**src/rtl/processing_element.sv**
```systemverilog
// processing_element: one SIMD lane holding two operand rows (A, B) and a serial
// dot-product accumulator stepped element by element by the array controller.
module processing_element #(
  parameter  int N  = 16,
  localparam int PW = $clog2(N)
) (
  input  logic                 CLK,
  input  logic                 RSTN,
  input  logic [N-1:0][31:0]   DATAIN,
  input  logic                 MAC_CTRL,
  input  logic                 RST_MUL,
  input  logic                 INC_PC,
  input  logic                 MAT_MUX,
  input  logic                 WRITE_MAT,
  output logic [PW-1:0]        PC_Counter,
  output logic [31:0]          DATAOUT
);

  logic [N-1:0][31:0] mat_a_q, mat_a_d;
  logic [N-1:0][31:0] mat_b_q, mat_b_d;
  logic [31:0]        acc_q, acc_d;
  logic [PW-1:0]      pc_q, pc_d;
  logic [31:0]        prod_s;

  // Next-state: row loads are independent of the MAC path, which reads the pre-write rows.
  always_comb begin
    mat_a_d = mat_a_q;
    mat_b_d = mat_b_q;
    acc_d   = acc_q;
    pc_d    = pc_q;
    prod_s  = mat_a_q[pc_q] * mat_b_q[pc_q];

    if (WRITE_MAT) begin
      if (MAT_MUX) begin
        mat_b_d = DATAIN;
      end else begin
        mat_a_d = DATAIN;
      end
    end else begin
      mat_a_d = mat_a_q;
    end

    if (RST_MUL) begin
      acc_d = 32'd0;
      pc_d  = {PW{1'b0}};
    end else begin
      if (MAC_CTRL) begin
        acc_d = acc_q + prod_s;
      end else begin
        acc_d = acc_q;
      end
      if (INC_PC) begin
        pc_d = pc_q + PW'(1);
      end else begin
        pc_d = pc_q;
      end
    end
  end

  // State registers with synchronous active-low reset clearing rows, accumulator and PC.
  always_ff @(posedge CLK) begin
    if (!RSTN) begin
      mat_a_q <= '{default: 32'd0};
      mat_b_q <= '{default: 32'd0};
      acc_q   <= 32'd0;
      pc_q    <= {PW{1'b0}};
    end else begin
      mat_a_q <= mat_a_d;
      mat_b_q <= mat_b_d;
      acc_q   <= acc_d;
      pc_q    <= pc_d;
    end
  end

  assign DATAOUT    = acc_q;
  assign PC_Counter = pc_q;

endmodule

```
**config.mk**
```make
export PLATFORM = sky130hd
export DESIGN_NAME = processing_element
export DESIGN_NICKNAME = d
export VERILOG_FILES = /design/src/rtl/processing_element.sv
export SDC_FILE = /design/constraint.sdc
export NUM_CORES = 2
export LEC_CHECK = 0
export ABC_AREA = 1
export CORE_MARGIN = 5
export CORE_UTILIZATION = 36
export CTS_CLUSTER_SIZE = 8
export DETAILED_ROUTE_END_ITERATION = 10
export MAX_ROUTING_LAYER = met4
export PLACE_DENSITY_LB_ADDON = 0.3
export SLEW_MARGIN = 10
export SYNTH_ARGS = -nofsm -noshare
export SYNTH_HDL_FRONTEND = slang
export SYNTH_SLANG_ARGS = --single-unit
```
**constraint.sdc**
```tcl
create_clock -name CLK -period 9.75 [get_ports CLK]
set_input_delay 1.95 -clock CLK [delete_from_list [all_inputs] [get_ports CLK]]
set_output_delay 1.95 -clock CLK [all_outputs]
set_load 0.01 [all_outputs]
```
# ---- Word-level counts from Yosys, hierarchy flattened
# Index checks and enable logic that the tools add are counted.
dict set report word_totals {
  register_bits 1060
  inputBits 519
  out_inout_bits 36
  word_cells 47
}
dict set report classes {
  addsub 2
  mul 1
  n_lt_le_gt_ge 1
  muxes 4
  n_bitwise 2
  n_reduce_logical 3
}
# op n
set op_table {}
lappend op_table {{$bmux W32 S4} 2}
lappend op_table {{$mux W32} 2}
lappend op_table {{$add A32 B32 Y32} 1}
lappend op_table {{$mul A32 B32 Y32} 1}
lappend op_table {{$lt A4 B5 Y1 const B} 1}
lappend op_table {{$add A4 B1 Y4 const B} 1}
lappend op_table {{$reduce_and A2 Y1} 2}
lappend op_table {{$not A1 Y1} 2}
lappend op_table {{$reduce_or A2 Y1} 1}

# ---- Depth between registers and ports, before layout
dict set report depth {
  ltp_word 4
  ltp_mapped 42
  depth_no_buf 38
}

# ---- Worst setup path after synthesis
# No wires, ideal clock.
dict set report synth_path {
  kind {flip-flop to flip-flop}
  from {reg pc_q[0] (netlist: PC_Counter[0])}
  to {reg acc_q[30] (netlist: DATAOUT[30])}
  arrival_time_ns 7.585
  setup_slack_ns 2.048
  path_stages_with_launch 39
  n_path_buf 5
  cell_sequence {dfxtp_1 -> buf_6 -> buf_4 -> buf_2 -> nor2_1 -> nor2_1 -> o21ai_0 -> nand3_1 -> nand3_1 -> nand2_1 -> clkbuf_1 -> buf_1 -> nand2_1 -> inv_1 -> fa_1 -> fa_1 -> fa_1 -> inv_1 -> [3 not listed] -> fa_1 -> fa_1 -> inv_1 -> fa_1 -> inv_1 -> ha_1 -> a21oi_1 -> nor2_1 -> a211oi_1 -> inv_1 -> a211oi_1 -> o211ai_1 -> a21oi_1 -> o21bai_1 -> a21oi_1 -> o21ai_0 -> o211ai_1 -> inv_1}
}
dict set report synth_via {
  elab_chain_len 4
  word_cells_on_any_way 6
}
# item line
set synth_lines {}
lappend synth_lines {{start, declared} 22} ;# logic [PW-1:0] pc_q, pc_d;
lappend synth_lines {{start signal, assigned} 66} ;# pc_q <= {PW{1'b0}};
lappend synth_lines {{start signal, assigned} 71} ;# pc_q <= pc_d;
lappend synth_lines {{$bmux W32 S4} 31} ;# prod_s = mat_a_q[pc_q] * mat_b_q[pc_q];
lappend synth_lines {{$mux W32 (implied by the code)} 31}
lappend synth_lines {{$mul A32 B32 Y32 (*)} 31}
lappend synth_lines {{$add A32 B32 Y32 (*)} 48} ;# acc_d = acc_q + prod_s;
lappend synth_lines {{end signal, assigned} 65} ;# acc_q <= 32'd0;
lappend synth_lines {{end signal, assigned} 70} ;# acc_q <= acc_d;
lappend synth_lines {{end, declared} 21} ;# logic [31:0] acc_q, acc_d;
# Every way passes the cells marked *; elsewhere a longest branch is shown, timed or not. The select of a mux whose other input is x is not followed.
# A chain may end at the register's enable or synchronous reset.

# ---- Final worst setup path
dict set report layout_path {
  from {reg pc_q[0] (netlist: PC_Counter[0])}
  to {reg acc_q[26] (netlist: DATAOUT[26])}
}
# Same word-level chain as after synthesis.

==> results.sh <==
export IMPL_worstHoldPathType="flip-flop to flip-flop"
export IMPL_cp_max_fo=87
export IMPL_critPathRequiredTime_ns=10.40
export IMPL_final_common_cell="nor2_1"
export IMPL_holdPathEnd="mat_a_q[471]"
export IMPL_finalHoldViolations=0
export IMPL_slew_violations=0
export IMPL_first_pass_iters=7
export IMPL_p_seq_share_pct=31.7
export IMPL_final_cell_mix="nor2_1 (1,752), o21ai_0 (1,428), inv_1 (1,218)"
export IMPL_cp_common_cell="inv_1"
export IMPL_ys_seq_elements=1060
export IMPL_crit_family="adder cells"
export IMPL_drv_cap=0
export IMPL_cts_root_buffer="clkbuf_16"
export IMPL_fin_nets=10230
export IMPL_worst_slew_pin_slew_ns=1.349
export IMPL_ant_nets=0
export IMPL_clockPowerShare_pct=32.0
export IMPL_viasPerCell=5.208
export IMPL_rr_startpoint="PC_Counter[0]"
export IMPL_wl_per_cell_um=22.35
export IMPL_synth_edff_count=0
export IMPL_holdCritStartpoint="mat_a_q[471]"
export IMPL_worstRegToRegCells=34
export IMPL_drt_iter0_drc=6037
export IMPL_syn_num_nets=9972
export IMPL_switching_share_pct=37.01
export IMPL_antenna_found_initial=15
export IMPL_setup_violations=0
export IMPL_start_kind="flip-flop"
export IMPL_fill_cells=17740
export IMPL_place_ws_ns=0.8114
export IMPL_hpwl_um=193100
export IMPL_coreArea_um2=174000
export IMPL_combPwrFrac_pct=36.3
export IMPL_dieArea_um2=183700
export IMPL_insertion_delay_ns=0.80
export IMPL_drive_gt1_share_pct=4.318
export IMPL_grt_usage_pct=27.94
export IMPL_gp_congestion=0.9715
export IMPL_leakage_nw=33.65
export IMPL_ys_async_sr_fraction_pct=0
export IMPL_grt_pass1_vias=58260
export IMPL_fmax_mhz=110.0
export IMPL_finalWirelength_um=257300
export IMPL_grt_overflow_total=0
export IMPL_die_x_um=428.6
export IMPL_synth_xor_area_share_pct=0.5137
export IMPL_power_w=0.01521
export IMPL_finClkSkew_ns=0.04493
export IMPL_rsz0062_at_grt="no"
export IMPL_grt_max_degree=301
export IMPL_die_height_um=428.6
export IMPL_synth_sequential_area_ratio_pct=33.64
export IMPL_synth_top_cell_area_share_pct=33.64
export IMPL_period_needed_ns=9.087
export IMPL_h_tree_depth=4
export IMPL_tritoncts="done"
export IMPL_outcome="finished, final reports clean"
export IMPL_synth_compound_area_share_pct=17.72
export IMPL_clk_pin_slew_worst_paths_ns=0.05
export IMPL_synth_distinct_cells=38
export IMPL_cts_hold_buf=0
export IMPL_synthToLayoutAreaGrowth_pct=18.76
export IMPL_end_kind="flip-flop"
export IMPL_fp_row_count=153
export IMPL_cts_sinks=1060
export IMPL_ir_drop_mv=0.1970
export IMPL_p_int_w=0.009583
export IMPL_synth_avg_cell_area_um2=7.096
export IMPL_yosys_area_share_simple_pct=19.98
export IMPL_cts_buffers=151
export IMPL_post_cts_buffers=0
export IMPL_p_switching_w=0.005630
export IMPL_ys_flop_type="dfxtp_1"
export IMPL_cts_repair_resized=0
export IMPL_multi_input_area_um2=34460
export IMPL_relSlewSlack_pct=10.08
export IMPL_synth_top_family_by_area="simple AND/OR/NAND/NOR gates"
export IMPL_register_area_um2=21230
export IMPL_synth_mux_area_share_pct=0
export IMPL_setup_tns_final_ns=0
export IMPL_start_util_pct=36.25
export IMPL_final_util_pct=43.05
export IMPL_ys_top_cells_by_area="dfxtp_1 (34%), fa_1 (14%), o21ai_0 (11%)"
export IMPL_synthAdderAreaFrac_pct=16.38
export IMPL_synthCells=8890
export IMPL_critPathKind="flip-flop to flip-flop"
export IMPL_fin_ws_ns=0.6631
export IMPL_cpPeakStageDelay_ns=0.58
export IMPL_via_count=59960
export IMPL_crit_buf_inv=11
export IMPL_r2r_end="DATAOUT[26]"
export IMPL_io_buffer_count=554
export IMPL_powerDensity_nw_per_um2=203.1
export IMPL_synth_warnings=0
export IMPL_r2r_setup_slack_ns=0.66
export IMPL_holdPathStages=2
export IMPL_post_route_period_util_pct=93.20
export IMPL_crit_arrival_ns=9.73
export IMPL_grt_pass1_wl_um=378700
export IMPL_cpMaxStageDelayCell="dfxtp_4"
export IMPL_netlist_area_um2=63080
export IMPL_clk_path_buf_depth=3
export IMPL_io_pins=555
export IMPL_drc=0
export IMPL_synth_top_cell_by_area="dfxtp_1"
==> worst max-delay path by stage <==
stage / from / endpoint / slack [ns] / depth (start not counted)
finish: PC_Counter[0] / DATAOUT[26] / 0.66 / 34
global route: PC_Counter[0] / DATAOUT[30] / 0.21 / 36
CTS: PC_Counter[0] / DATAOUT[26] / 0.79 / 35
detailed placement: PC_Counter[0] / DATAOUT[30] / 0.81 / 36
global placement: PC_Counter[0] / DATAOUT[30] / 0.75 / 36
floorplan: PC_Counter[0] / DATAOUT[30] / 2.05 / 38
==> stage by stage <==
| stage | cells | area (µm²) | hold slack (ns) |
|---|---|---|---|
| 5_1_grt | 11510 | 74900 | 0.4574 |
| 4_1_cts | 11500 | 74870 | 0.4463 |
| 3_5_place_dp | 11320 | 70650 | 0.4387 |
| 3_3_place_gp | 11320 | 70650 | 0.4337 |
| 6_report | 11510 | 74920 | 0.4455 |
| 2_1_floorplan | 8890 | 63080 | 0.4244 |
==> sequential cells by signal, summed over array words and instances (netlist names) <==
| name | count |
|---|---|
| PC_Counter | 4 |
| mat_b_q | 512 |
| mat_a_q | 512 |
| DATAOUT | 32 |
==> power groups by stage <==
| stage | clock network [W] | logic [W] | registers (W) |
|---|---|---|---|
| global placement | 0 | 0.00545 | 0.00490 |
| finish | 0.00487 | 0.00552 | 0.00483 |
| global route | 0.00511 | 0.00623 | 0.00485 |
| detailed placement | 0 | 0.00547 | 0.00491 |
| floorplan | 0 | 0.00352 | 0.00485 |
| CTS | 0.00492 | 0.00552 | 0.00483 |
==> tightest hold or removal path: cells and delay by family, from the launching register on <==
family	cells	cell delay [ns]
AOI/OAI and AO/OA	1	0.05
buffers and inverters	1	0.05
DFF	1	0.29
==> cell families (layout without fill, tap and decap cells) <==
family          after synthesis  in the layout
simple gates               3202           3202
compound gates             2156           2156
buf+inv                    1872           2152
flops                      1060           1060
fa+ha+maj                   563            563
xor+xnor                     37             37
other cells                   0             19
==> routing by layer <==
metal,track usage (%),part of all wire (%)
met5,-,0
met4,19.05,8.3
met3,4.434,6.7
met2,44.70,47
met1,32.35,38
==> area by class of cell <==
cell class / instances / share of cell area [%]
Sequential cell: 1060 / 28.34
Clock buffer: 160 / 5.187
Multi-Input combinational cell: 5958 / 45.99
Antenna cell: 19 / 0.06346
Timing Repair Buffer: 746 / 9.867
Clock inverter: 14 / 0.4476
Tap cell: 2325 / 3.883
Inverter: 1232 / 6.216
==> cells in the mapped netlist, types with 13 or more instances <==
cell,count
nand3_1,401
fa_1,438
clkbuf_1,463
nor2_1,1753
dfxtp_1,1060
ha_1,125
nand2_1,1016
o21ai_1,56
buf_4,21
nand2_2,15
xnor2_1,13
buf_6,23
xor2_1,24
buf_2,99
a21oi_1,518
o21ai_0,1428
buf_1,33
o211ai_1,130
inv_1,1220
(Power assumes the default switching activity.)
